<file path="src/rtl/weight_fetch_ctrl.sv">
// Weight SRAM read sequencer: per-layer base/length lookup, credit-gated read issue
// into a registered-read SRAM, and a 2-entry skid FIFO streaming words to the PE array.

module weight_fetch_ctrl_chk (
  input  logic       clk,
  input  logic       rst,
  input  logic       push,
  input  logic       pop,
  input  logic [1:0] fifo_cnt
);
  a_no_overflow: assert property (@(posedge clk) disable iff (rst)
    !(push && !pop && (fifo_cnt == 2'd2)));
  a_cnt_range: assert property (@(posedge clk) disable iff (rst)
    fifo_cnt <= 2'd2);
endmodule

module weight_fetch_ctrl #(
  parameter int WEIGHT_PER_ADDR = 9,
  parameter int BW_PER_PARAM    = 10,
  parameter int ADDR_BW         = 7
) (
  input  logic                                    clk,
  input  logic                                    rst,
  input  logic                                    start,
  input  logic [2:0]                              layer_id,
  output logic                                    busy,
  output logic                                    done,
  output logic                                    sram_csb,
  output logic                                    sram_wsb,
  output logic [ADDR_BW-1:0]                      sram_raddr,
  input  logic [WEIGHT_PER_ADDR*BW_PER_PARAM-1:0] sram_rdata,
  output logic                                    w_valid,
  input  logic                                    w_ready,
  output logic [WEIGHT_PER_ADDR*BW_PER_PARAM-1:0] w_data,
  output logic [5:0]                              w_idx,
  output logic                                    w_last
);
  localparam int DW = WEIGHT_PER_ADDR * BW_PER_PARAM;

  localparam logic [1:0] S_IDLE  = 2'd0;
  localparam logic [1:0] S_FETCH = 2'd1;
  localparam logic [1:0] S_DRAIN = 2'd2;
  localparam logic [1:0] S_DONE  = 2'd3;

  function automatic logic [ADDR_BW-1:0] layer_base(input logic [2:0] id);
    case (id)
      3'd0:    layer_base = ADDR_BW'(7'd0);
      3'd1:    layer_base = ADDR_BW'(7'd1);
      3'd2:    layer_base = ADDR_BW'(7'd10);
      3'd3:    layer_base = ADDR_BW'(7'd28);
      3'd4:    layer_base = ADDR_BW'(7'd37);
      3'd5:    layer_base = ADDR_BW'(7'd55);
      3'd6:    layer_base = ADDR_BW'(7'd64);
      3'd7:    layer_base = ADDR_BW'(7'd73);
      default: layer_base = ADDR_BW'(7'd0);
    endcase
  endfunction

  function automatic logic [5:0] layer_len(input logic [2:0] id);
    case (id)
      3'd0:    layer_len = 6'd1;
      3'd1:    layer_len = 6'd9;
      3'd2:    layer_len = 6'd18;
      3'd3:    layer_len = 6'd9;
      3'd4:    layer_len = 6'd18;
      3'd5:    layer_len = 6'd9;
      3'd6:    layer_len = 6'd9;
      3'd7:    layer_len = 6'd36;
      default: layer_len = 6'd1;
    endcase
  endfunction

  logic [1:0]         r_state;
  logic [1:0]         w_next_state;
  logic               r_busy;
  logic               r_done;
  logic [ADDR_BW-1:0] r_base;
  logic [5:0]         r_n;
  logic [5:0]         r_issue_cnt;
  logic [ADDR_BW-1:0] r_raddr_hold;
  logic               r_inflight;
  logic [5:0]         r_ret_idx;
  logic               r_ret_last;

  logic [DW-1:0]      r_fifo_data [2];
  logic [5:0]         r_fifo_idx  [2];
  logic               r_fifo_last [2];
  logic               r_rd_ptr;
  logic               r_wr_ptr;
  logic [1:0]         r_fifo_cnt;

  logic               w_accept;
  logic               w_pop;
  logic               w_push;
  logic [2:0]         w_credit;
  logic               w_issue;
  logic               w_last_issue;
  logic [ADDR_BW-1:0] w_addr;

  // Credit counts words already owned by the FIFO or in flight, net of this cycle's pop,
  // so a read goes out in the same cycle a full FIFO drains a slot.
  assign w_accept     = start && ((r_state == S_IDLE) || (r_state == S_DONE));
  assign w_pop        = w_valid && w_ready;
  assign w_push       = r_inflight;
  assign w_credit     = 3'(r_fifo_cnt) + 3'(r_inflight) - 3'(w_pop);
  assign w_issue      = (r_state == S_FETCH) && (w_credit < 3'd2);
  assign w_last_issue = (r_issue_cnt == (r_n - 6'd1));
  assign w_addr       = r_base + ADDR_BW'(r_issue_cnt);

  assign busy       = r_busy;
  assign done       = r_done;
  assign sram_wsb   = 1'b1;
  assign sram_csb   = ~w_issue;
  assign sram_raddr = w_issue ? w_addr : r_raddr_hold;
  assign w_valid    = (r_fifo_cnt != 2'd0);
  assign w_data     = r_fifo_data[r_rd_ptr];
  assign w_idx      = r_fifo_idx[r_rd_ptr];
  assign w_last     = r_fifo_last[r_rd_ptr];

  // Next-state selection for the fetch sequencer.
  always_comb begin
    w_next_state = r_state;
    case (r_state)
      S_IDLE: begin
        if (w_accept) w_next_state = S_FETCH;
        else          w_next_state = S_IDLE;
      end
      S_FETCH: begin
        if (w_issue && w_last_issue) w_next_state = S_DRAIN;
        else                         w_next_state = S_FETCH;
      end
      S_DRAIN: begin
        // Finished once nothing is in flight and this cycle's pop empties the FIFO.
        if (!r_inflight && (r_fifo_cnt == 2'(w_pop))) w_next_state = S_DONE;
        else                                          w_next_state = S_DRAIN;
      end
      S_DONE: begin
        if (w_accept) w_next_state = S_FETCH;
        else          w_next_state = S_IDLE;
      end
      default: w_next_state = S_IDLE;
    endcase
  end

  // State register with registered busy/done decodes.
  always_ff @(posedge clk or posedge rst) begin
    if (rst) begin
      r_state <= S_IDLE;
      r_busy  <= 1'b0;
      r_done  <= 1'b0;
    end else begin
      r_state <= w_next_state;
      r_busy  <= (w_next_state == S_FETCH) || (w_next_state == S_DRAIN);
      r_done  <= (w_next_state == S_DONE);
    end
  end

  // Layer parameters, issue counter and held read address.
  always_ff @(posedge clk or posedge rst) begin
    if (rst) begin
      r_base       <= '0;
      r_n          <= 6'd0;
      r_issue_cnt  <= 6'd0;
      r_raddr_hold <= '0;
    end else begin
      if (w_accept) begin
        r_base      <= layer_base(layer_id);
        r_n         <= layer_len(layer_id);
        r_issue_cnt <= 6'd0;
      end else if (w_issue) begin
        r_issue_cnt <= r_issue_cnt + 6'd1;
      end
      if (w_issue) r_raddr_hold <= w_addr;
    end
  end

  // Tags for the read in flight; the SRAM data lands one cycle after issue.
  always_ff @(posedge clk or posedge rst) begin
    if (rst) begin
      r_inflight <= 1'b0;
      r_ret_idx  <= 6'd0;
      r_ret_last <= 1'b0;
    end else begin
      r_inflight <= w_issue;
      if (w_issue) begin
        r_ret_idx  <= r_issue_cnt;
        r_ret_last <= w_last_issue;
      end
    end
  end

  // Two-entry skid FIFO; push and pop may coincide.
  always_ff @(posedge clk or posedge rst) begin
    if (rst) begin
      for (int i = 0; i < 2; i++) begin
        r_fifo_data[i] <= '0;
        r_fifo_idx[i]  <= 6'd0;
        r_fifo_last[i] <= 1'b0;
      end
      r_rd_ptr   <= 1'b0;
      r_wr_ptr   <= 1'b0;
      r_fifo_cnt <= 2'd0;
    end else begin
      if (w_push) begin
        r_fifo_data[r_wr_ptr] <= sram_rdata;
        r_fifo_idx[r_wr_ptr]  <= r_ret_idx;
        r_fifo_last[r_wr_ptr] <= r_ret_last;
        r_wr_ptr              <= ~r_wr_ptr;
      end
      if (w_pop) r_rd_ptr <= ~r_rd_ptr;
      case ({w_push, w_pop})
        2'b10:   r_fifo_cnt <= r_fifo_cnt + 2'd1;
        2'b01:   r_fifo_cnt <= r_fifo_cnt - 2'd1;
        default: r_fifo_cnt <= r_fifo_cnt;
      endcase
    end
  end

  weight_fetch_ctrl_chk u_chk (
    .clk      (clk),
    .rst      (rst),
    .push     (w_push),
    .pop      (w_pop),
    .fifo_cnt (r_fifo_cnt)
  );

endmodule

</file>
<file path="config.mk">
export PLATFORM = sky130hd
export DESIGN_NAME = weight_fetch_ctrl
export DESIGN_NICKNAME = d
export VERILOG_FILES = /design/src/rtl/weight_fetch_ctrl.sv
export SDC_FILE = /design/constraint.sdc
export NUM_CORES = 1
export LEC_CHECK = 0
export ABC_AREA = 1
export BUFFER_PORTS_ARGS = -buffer_cell sky130_fd_sc_hd__buf_2
export CAP_MARGIN = 20
export CORE_ASPECT_RATIO = 2
export CORE_MARGIN = 1.5
export CORE_UTILIZATION = 50
export DETAILED_ROUTE_END_ITERATION = 10
export PLACE_DENSITY_LB_ADDON = 0.12
export SLEW_MARGIN = 20
export SYNTH_ARGS = -nofsm -noshare
export SYNTH_HDL_FRONTEND = slang
export SYNTH_SLANG_ARGS = --single-unit
</file>
<file path="constraint.sdc">
create_clock -name clk -period 8 [get_ports clk]
set_clock_uncertainty 0.05 [all_clocks]
set_input_delay 1.6 -clock clk [delete_from_list [all_inputs] [get_ports clk]]
set_output_delay 1.6 -clock clk [all_outputs]
set_load 0.02 [all_outputs]
</file>
==> results of run 1 <==
==> through the flow <==
stage / setup slack [ps] / instance area, µm²
5_1_grt: 2080 / 12600
4_1_cts: 2260 / 12600
2_1_floorplan: 2580 / 10900
6_report: 2260 / 12600
3_5_place_dp: 2270 / 11900
3_3_place_gp: 2280 / 11900
==> cells in the mapped netlist <==
cell type	n
nand4_1	6
inv_1	128
o21ai_1	31
o21ai_2	60
a21oi_1	13
nor2_1	17
ha_1	18
xnor2_1	2
clkinv_1	1
nand2_1	567
a41oi_1	1
buf_4	1
xor2_1	4
or2_1	1
a21o_1	1
clkbuf_2	1
o21ai_0	123
nand2_2	1
nand3b_4	1
nand3_1	13
a31oi_1	3
dfrtp_1	234
conb_1	1
fa_1	2
clkbuf_1	36
or2_2	2
nor3_1	4
buf_2	14
o211ai_1	1
o21bai_1	1
buf_6	18
inv_2	4
==> critical path: cells and delay by family <==
family          cells  cell delay, ps
buf+inv             4             650
compound gates      1             180
simple gates        5             880
fa+ha+maj           2             760
==> logic make-up (layout without fill, tap and decap cells) <==
| family | Yosys count | count (layout) |
|---|---|---|
| fa+ha+maj | 20 | 20 |
| other cells | 1 | 1 |
| buf+inv | 203 | 380 |
| flops | 234 | 234 |
| compound gates | 234 | 234 |
| simple gates | 612 | 612 |
| xor+xnor | 6 | 6 |
==> power by group <==
group          switching [mW]  internal, mW
sequential              0.318          1.75
clock                   0.430         0.592
combinational            1.90         0.912
==> layer usage <==
layer | up-vias | global-route usage [%] | part of all wire (%)
met1 | 4143 | 27.2 | 39
li1 | 4381 | - | -
met5 | - | 0 | 0.079
met3 | 52 | 3.20 | 4.4
met2 | 196 | 41.1 | 53
met4 | 4 | 8.92 | 3.4
==> worst min path at each step <==
| stage | from | endpoint | slack (ps) | cells past startpoint |
|---|---|---|---|---|
| final | r_raddr_hold[0] | r_raddr_hold[0] | 430 | 2 |
| after detailed placement | r_raddr_hold[6] | r_raddr_hold[6] | 410 | 2 |
| after global routing | r_raddr_hold[5] | r_raddr_hold[5] | 440 | 2 |
| after CTS | r_raddr_hold[0] | r_raddr_hold[0] | 430 | 2 |
| after global placement | r_raddr_hold[5] | r_raddr_hold[5] | 410 | 2 |
| after floorplan | r_ret_last | r_ret_last | 400 | 2 |
==> cells in the final DEF (no fill, tap or decap), types with 17 or more instances in the layout <==
cell       count
dfrtp_1      233
buf_2        204
o21ai_0      123
o21ai_2       60
o21ai_1       31
nand2_1      566
nor2_1        17
ha_1          18
inv_1        127
clkbuf_16     21
==> cell type report <==
class                           instances  area share [%]
Timing Repair Buffer                  211            8.63
Clock inverter                          7           0.676
Sequential cell                       234            46.6
Clock buffer                           29            4.81
Tap cell                              273            2.71
Multi-Input combinational cell        873            32.6
Inverter                              133            4.01
==> flip-flops by register name (all words and copies together), names as in the netlist, 2 cells and up <==
signal / flops
r_base: 7
r_fifo_cnt: 2
r_fifo_data: 180
r_fifo_idx: 12
r_fifo_last: 2
r_issue_cnt: 6
r_n: 4
r_raddr_hold: 7
r_ret_idx: 6
r_state: 2
==> results.py, run 1 <==
metrics = {
    "route": {
        "vias": 8776,
        "via_per_inst": 4.99,
        "drt-total-wl_um": 25400,
        "drtIter0Drc": 602,
        "route.detailed.drc": 0,
        "post_drt_wl_per_cell_um": 14.4,
        "ant_nets": 0,
        "firstDrtPassIters": 8,
    },
    "synth": {
        "muxShareOfSynthArea_pct": 0,
        "synth_top_area_share_pct": 53.9,
        "synth_xor_area_share_pct": 0.484,
        "synth-compound-area-share_pct": 13.0,
        "yosys.area_share.adder_pct": 2.44,
        "synth_seq_cells": 234,
        "syn_inst": 1310,
        "ys_seq_area_share_pct": 53.9,
        "avgSynthCellArea_um2": 8.30,
        "synth-simple-area-share_pct": 21.7,
        "synth.area.top_cells": "dfrtp_1, nand2_1, o21ai_0",
        "synth_top_area_cell": "dfrtp_1",
        "synth_top_family_by_area": "simple AND/OR/NAND/NOR gates",
        "ys_types": 32,
        "syn_area_um2": 10900,
        "yosysWarnings": 0,
        "synthesis.nets": 1427,
    },
    "clocking": {
        "ctsResizeCount": 0,
        "cts_tree": "yes",
        "clk_pin_slew_ps": 60,
        "cts_buffers": 21,
        "post-cts-setup-buffer-count": 0,
        "clock-sinks": 234,
        "root_buffer": "clkbuf_16",
        "htreeDepth": 1,
        "clk_latency_ps": 500,
        "cts_buffer_depth": 3,
        "postCtsHoldBufs": 0,
    },
    "placed_design": {
        "post-dp-hpwl_um": 16200,
        "portBuffers": 204,
        "gp_congestion": 0.834,
        "dp.cells": 1724,
    },
    "die": {
        "die_w_um": 107,
        "top_level_ports": 206,
        "die-area_um2": 22700,
        "die_y_um": 212,
        "core_um2": 21400,
        "std_cell_rows": 76,
        "initial_core_util_pct": 50.8,
    },
    "cells_and_area": {
        "stdcell_count": 1760,
        "syn2layout_area_growth_pct": 15.8,
        "fill_cells": 2034,
        "multi_input_area_um2": 4100,
        "drive_gt1_share_pct": 21.3,
        "diodes": 0,
        "finalNetCount": 1591,
        "final_util_pct": 58.8,
        "regArea_um2": 5860,
    },
    "global_routing": {
        "antenna_found_initial": 2,
        "overflow": 0,
        "grt_pass1_wl_um": 41600,
        "grt_max_degree": 181,
        "grt_pass1_vias": 8566,
        "grtUsageTotal_pct": 22.9,
    },
    "setup_path": {
        "critPathMaxStageDelay_ps": 480,
        "crit_arrival_ps": 4090,
        "r2r_end": "busy",
        "cp-start-kind": "input port",
        "slowest_stage": "fa_1",
        "crit_end": "sram_raddr[3]",
        "critPathMaxFanout": 28,
        "rrSetupSlack_ps": 4680,
        "crit_path_end_kind": "output port",
        "cp_common_cell": "nand2_1",
        "path_cells": "buf_2, nand2_1, inv_1, ha_1, or2_2, fa_1, nand2_1, nand3b_4, inv_2, nand2_1, o21ai_0, buf_2",
        "critPathRequiredTime_ps": 6350,
        "crit_start": "w_ready",
        "reg2reg_depth": 14,
        "crit_type": "input port to output port",
        "r2r_start": "r_fifo_cnt[1]",
    },
    "timing": {
        "timing.fmax_ghz": 0.174,
        "maxSlewViolCount": 0,
        "holdWs_ps": 428,
        "fin_crit_ps": 5740,
        "period_share_pct": 71.8,
        "grt_setup_unrepaired": "false",
        "setup_tns_ps": 0,
        "setup_viol": 0,
        "maxSlewHeadroom_pct": 25.3,
        "hold_viol": 0,
        "max_slew.worst_pin.slew_ps": 1120,
    },
    "min_path": {
        "min_path_type": "flip-flop to flip-flop",
    },
    "run_status": {
        "status": "completed",
    },
    "power": {
        "power.density_nw_per_um2": 469,
        "ir_worst_vdd_v": 0.000318,
        "p_leak_nw": 7.07,
        "finalPower_mw": 5.91,
    },
    "flow_run": {
        "drv_cap": 0,
    },
}
Note: power is estimated with default switching activity, not from simulation.
==> run 2: changes to the inputs <==
--- a/config.mk
+++ b/config.mk
@@ -5,12 +5,12 @@
 export SDC_FILE = /design/constraint.sdc
 export NUM_CORES = 1
 export LEC_CHECK = 0
-export ABC_AREA = 1
+export ABC_AREA = 0
 export BUFFER_PORTS_ARGS = -buffer_cell sky130_fd_sc_hd__buf_2
 export CAP_MARGIN = 20
 export CORE_ASPECT_RATIO = 2
 export CORE_MARGIN = 1.5
-export CORE_UTILIZATION = 50
+export CORE_UTILIZATION = 55
 export DETAILED_ROUTE_END_ITERATION = 10
 export PLACE_DENSITY_LB_ADDON = 0.12
 export SLEW_MARGIN = 20
==> constraint.sdc (replaced) <==
create_clock -name clk -period 5.3 [get_ports clk]
set_clock_uncertainty 0.05 [all_clocks]
set_input_delay 1.06 -clock clk [delete_from_list [all_inputs] [get_ports clk]]
set_output_delay 1.06 -clock clk [all_outputs]
set_load 0.02 [all_outputs]
==> results.py, run 2 <==
metrics = {
    "timing": {
        "period_share_pct": 87.5,
        "max_slew.worst_pin.slew_ps": 896,
        "timing.fmax_ghz": 0.216,
        "hold_viol": 0,
        "setup_tns_ps": 0,
        "setup_viol": 0,
        "maxSlewHeadroom_pct": 40.1,
        "fin_crit_ps": 4640,
        "maxSlewViolCount": 0,
        "grt_setup_unrepaired": "false",
    },
    "setup_path": {
        "reg2reg_depth": 12,
        "rrSetupSlack_ps": 1960,
        "cp-start-kind": "flip-flop",
        "r2r_start": "r_fifo_cnt[1]",
        "critPathMaxFanout": 25,
        "critPathRequiredTime_ps": 4190,
        "crit_start": "r_fifo_cnt[1]",
        "crit_type": "flip-flop to output port",
        "crit_arrival_ps": 3530,
        "crit_path_end_kind": "output port",
    },
    "clocking": {
        "post-cts-setup-buffer-count": 0,
        "htreeDepth": 1,
        "clk_pin_slew_ps": 60,
        "root_buffer": "clkbuf_16",
        "postCtsHoldBufs": 0,
        "clk_latency_ps": 490,
        "cts_buffers": 21,
        "clock-sinks": 234,
        "cts_buffer_depth": 3,
        "ctsResizeCount": 0,
        "cts_tree": "yes",
    },
    "cells_and_area": {
        "syn2layout_area_growth_pct": 18.6,
        "finalNetCount": 1057,
        "multi_input_area_um2": 4350,
        "largest_reg_flops": 180,
        "drive_gt1_share_pct": 57.3,
        "diodes": 0,
        "regMostFlops": "r_fifo_data",
        "reg_top3": "r_fifo_data: 180 flops, r_fifo_idx: 12 flops",
        "fill_cells": 1422,
        "stdcell_area_um2": 12500,
        "final_cell_mix": "mux2_2, dfrtp_1, buf_2, nand2_1, clkbuf_16",
        "regArea_um2": 5860,
        "layout_commonest_cell": "mux2_2",
    },
    "synth": {
        "synth_top_area_cell": "dfrtp_1",
        "yosysMostFrequentCell": "mux2_2",
        "synth_edf_count": 0,
        "synth_top_area_share_pct": 55.7,
        "syn_area_um2": 10500,
        "avgSynthCellArea_um2": 14.1,
        "synthTopCellsByCount": "mux2_2, dfrtp_1, nand2_1",
        "yosys_most_used_dff": "dfrtp_1",
        "synth.area.top_cells": "dfrtp_1, mux2_2, ha_1",
        "ys_seq_area_share_pct": 55.7,
        "yosysWarnings": 0,
        "ys_types": 36,
        "synth_seq_cells": 234,
        "syn_inst": 746,
        "synthArstFlopShare_pct": 100,
        "synthesis.nets": 863,
    },
    "min_path": {
        "hold_depth": 2,
        "hold_start": "r_raddr_hold[1]",
        "min_path_type": "flip-flop to flip-flop",
    },
    "placed_design": {
        "placed_area_um2": 11700,
        "portBuffers": 204,
        "gp_congestion": 0.811,
        "post-dp-hpwl_um": 15400,
    },
    "power": {
        "power.density_nw_per_um2": 711,
        "ir_worst_vdd_v": 0.000420,
        "p_leak_nw": 5.81,
    },
    "global_routing": {
        "overflow": 0,
        "grt_max_degree": 99,
        "grt_pass1_vias": 7286,
        "antenna_found_initial": 0,
        "grtUsageTotal_pct": 22.3,
        "grt_pass1_wl_um": 35100,
    },
    "route": {
        "route.detailed.drc": 0,
        "drt-total-wl_um": 22000,
        "firstDrtPassIters": 4,
        "post_drt_wl_per_cell_um": 18.2,
        "drtIter0Drc": 148,
        "ant_nets": 0,
        "via_per_inst": 5.35,
        "vias": 6465,
    },
    "flow_run": {
        "drv_cap": 0,
    },
    "die": {
        "die-area_um2": 20000,
        "std_cell_rows": 71,
        "die_w_um": 101,
        "die_y_um": 198,
        "initial_core_util_pct": 56.1,
        "core_um2": 18700,
        "top_level_ports": 206,
    },
    "run_status": {
        "status": "completed",
    },
}
-- run 2: changes by cell type after synthesis, moves of 7 or more --
cell      change
nand2_1     -520
mux2_2      +291
inv_1       -111
o21ai_0     -106
o21ai_2      -60
clkbuf_1     -33
o21ai_1      -31
buf_2        +15
buf_6        -12
nand3_1      -12
xnor2_1       +8
xor2_1        +7
-- run 2: stage by stage --
stage	power [mW]	setup slack, ps	util, %	hold WS [ps]	instances
6_report	8.86	664	66.5	436	1209
5_1_grt	9.38	506	66.5	460	1209
4_1_cts	8.96	669	66.5	443	1209
3_5_place_dp	7.27	852	62.4	427	1172
3_3_place_gp	7.06	886	62.4	410	1172
2_1_floorplan	6.14	780	-	406	746
-- run 2: power by group --
part / switching [mW] / total [mW] / internal [mW]
logic: 2.14 / 4.05 / 1.91
registers: 0.499 / 3.14 / 2.64
clock network: 0.642 / 1.66 / 1.02
total: 3.28 / 8.86 / 5.58
-- run 2: cells by family (layout without fill, tap and decap cells) --
logic type                 after synthesis  count (layout)  share of synthesized area (%)
muxes                                  292             292                           31.3
DFF                                    234             234                           55.7
buffers and inverters                   59             267                           3.04
other                                    1               1                         0.0357
xor gates and xnor gates                21              21                           1.75
adders and majority gates               20              20                           2.52
and+or+nand+nor                         80              80                           3.41
AOI/OAI and AO/OA                       39              39                           2.24
-- run 2: worst paths after layout --
check,to
setup / recovery,sram_raddr[6]
hold / removal,r_raddr_hold[1]
setup reg to reg,busy
hold reg to reg,r_raddr_hold[1]
max in group asynchronous,r_fifo_data[37]
min in group asynchronous,r_fifo_data[87]
-- run 2: worst max-delay path, stage by stage (launching register included) --
cell	delay [ps]
dfrtp_1	450
or2_2	330
and2_1	200
ha_1	290
nand2b_1	160
fa_1	390
xnor2_1	140
and3_1	260
inv_6	110
o311ai_0	450
buf_2	250
-- run 2: cell type report --
| type | count | area share, % |
|---|---|---|
| Sequential cell | 234 | 47.0 |
| Clock inverter | 8 | 1.14 |
| Clock buffer | 29 | 5.02 |
| Timing Repair Buffer | 212 | 8.78 |
| Multi-Input combinational cell | 453 | 34.9 |
| Tap cell | 255 | 2.56 |
| Inverter | 18 | 0.612 |
-- run 2: layer usage --
layer / share of wire, % / vias to the layer above / GRT usage [%]
li1: - / 2994 / -
met1: 34 / 3255 / 22.2
met2: 57 / 167 / 44.0
met3: 4.6 / 49 / 3.72
met4: 3.5 / 0 / 9.29
met5: 0 / - / 0
==> run 3: changes to the inputs <==
--- a/config.mk
+++ b/config.mk
@@ -6,7 +6,7 @@
 export NUM_CORES = 1
 export LEC_CHECK = 0
 export ABC_AREA = 0
-export BUFFER_PORTS_ARGS = -buffer_cell sky130_fd_sc_hd__buf_2
+export BUFFER_PORTS_ARGS = -buffer_cell sky130_fd_sc_hd__buf_4
 export CAP_MARGIN = 20
 export CORE_ASPECT_RATIO = 2
 export CORE_MARGIN = 1.5
==> constraint.sdc (replaced) <==
create_clock -name clk -period 5.3 [get_ports clk]
set_clock_uncertainty 0.05 [all_clocks]
set_input_delay 1.06 -clock clk [delete_from_list [all_inputs] [get_ports clk]]
set_output_delay 1.06 -clock clk [all_outputs]
set_load 0.01 [all_outputs]
==> results.py, run 3 (synthesis gave the netlist of run 2 again) <==
metrics = {
    "global_routing": {
        "grt_pass1_wl_um": 35400,
        "grtUsageTotal_pct": 22.5,
        "grt_pass1_vias": 7317,
        "overflow": 0,
        "grt_max_degree": 104,
        "antenna_found_initial": 0,
    },
    "cells_and_area": {
        "finalNetCount": 1057,
        "regArea_um2": 5860,
        "stdcell_area_um2": 12900,
        "multi_input_area_um2": 4350,
        "regMostFlops": "r_fifo_data",
        "fill_cells": 1364,
        "syn2layout_area_growth_pct": 22.5,
        "reg_top3": "r_fifo_data: 180 flops, r_fifo_idx: 12 flops",
        "drive_gt1_share_pct": 56.9,
        "final_cell_mix": "mux2_2, dfrtp_1, buf_4, nand2_1, clkbuf_16",
        "diodes": 0,
        "layout_commonest_cell": "mux2_2",
        "largest_reg_flops": 180,
    },
    "clocking": {
        "clk_latency_ps": 500,
        "cts_tree": "yes",
        "root_buffer": "clkbuf_16",
        "ctsResizeCount": 0,
        "cts_buffers": 21,
        "clock-sinks": 234,
        "htreeDepth": 1,
        "post-cts-setup-buffer-count": 0,
        "clk_pin_slew_ps": 60,
        "cts_buffer_depth": 3,
        "postCtsHoldBufs": 0,
    },
    "route": {
        "via_per_inst": 5.40,
        "firstDrtPassIters": 4,
        "drt-total-wl_um": 22400,
        "post_drt_wl_per_cell_um": 18.6,
        "route.detailed.drc": 0,
        "vias": 6511,
        "drtIter0Drc": 154,
        "ant_nets": 0,
    },
    "timing": {
        "maxSlewHeadroom_pct": 40.5,
        "fin_crit_ps": 4590,
        "maxSlewViolCount": 0,
        "setup_tns_ps": 0,
        "setup_viol": 0,
        "timing.fmax_ghz": 0.218,
        "grt_setup_unrepaired": "false",
        "hold_viol": 0,
        "holdWs_ps": 438,
        "period_share_pct": 86.5,
        "max_slew.worst_pin.slew_ps": 893,
    },
    "placed_design": {
        "placed_area_um2": 12200,
        "post-dp-hpwl_um": 15600,
        "gp_congestion": 0.793,
        "portBuffers": 204,
    },
    "min_path": {
        "hold_start": "r_base[5]",
        "min_path_type": "flip-flop to flip-flop",
    },
    "die": {
        "die-area_um2": 20000,
        "core_um2": 18700,
        "std_cell_rows": 71,
        "top_level_ports": 206,
        "die_y_um": 198,
        "initial_core_util_pct": 56.1,
        "die_w_um": 101,
    },
    "setup_path": {
        "rrSetupSlack_ps": 1960,
        "crit_start": "r_fifo_cnt[1]",
        "crit_type": "flip-flop to output port",
        "r2r_start": "r_fifo_cnt[1]",
        "cp-start-kind": "flip-flop",
        "crit_path_end_kind": "output port",
        "crit_arrival_ps": 3480,
        "critPathMaxFanout": 25,
        "critPathRequiredTime_ps": 4190,
    },
    "flow_run": {
        "drv_cap": 0,
    },
    "run_status": {
        "status": "completed",
    },
    "power": {
        "p_leak_nw": 5.93,
        "power.density_nw_per_um2": 668,
        "ir_worst_vdd_v": 0.000420,
    },
}
-- run 3: per-stage QoR --
| step | worst slack, ps | utilization, % | power (mW) | instances |
|---|---|---|---|---|
| after detailed placement | 874 | 65.2 | 7.18 | 1172 |
| final | 713 | 68.7 | 8.60 | 1206 |
| after floorplan | 1110 | - | 5.64 | 746 |
| after CTS | 660 | 68.7 | 8.70 | 1206 |
| after global routing | 491 | 68.7 | 9.11 | 1206 |
| after global placement | 894 | 65.2 | 6.95 | 1172 |
-- run 3: area by class of cell --
type / instances / area share, %
inverters: 18 / 0.593
clock inverters: 8 / 0.778
well taps: 255 / 2.48
multi-input cells: 453 / 33.8
clock buffers: 26 / 4.31
flip-flops and latches: 234 / 45.5
repair buffers: 212 / 12.6
-- run 3: worst paths after layout --
check / cells after the start / endpoint
worst max-delay path: 10 / sram_raddr[6]
worst min-delay path: 2 / r_base[5]
worst max register to register: 12 / busy
worst min register to register: 2 / r_base[5]
max in group asynchronous: 3 / r_fifo_data[123]
min in group asynchronous: 2 / r_fifo_data[177]
-- run 3: routing by layer --
| layer | global-route usage (%) | vias up | part of all wire, % |
|---|---|---|---|
| li1 | - | 2988 | - |
| met1 | 22.3 | 3287 | 34 |
| met2 | 43.9 | 184 | 58 |
| met3 | 3.97 | 52 | 5.0 |
| met4 | 10.3 | 0 | 3.8 |
| met5 | 0 | - | 0 |
-- run 3: worst max-delay path, stage by stage, from the launching register on --
cell	delay, ps
dfrtp_1	460
or2_2	330
and2_1	200
ha_1	290
nand2b_1	160
fa_1	390
xnor2_1	130
and3_1	260
inv_6	110
o311ai_0	430
buf_4	200
-- run 3: power breakdown --
part	internal [mW]	leakage, nW	switching (mW)
registers	2.64	2.79	0.519
logic	2.26	2.82	1.71
clock network	0.840	0.319	0.632
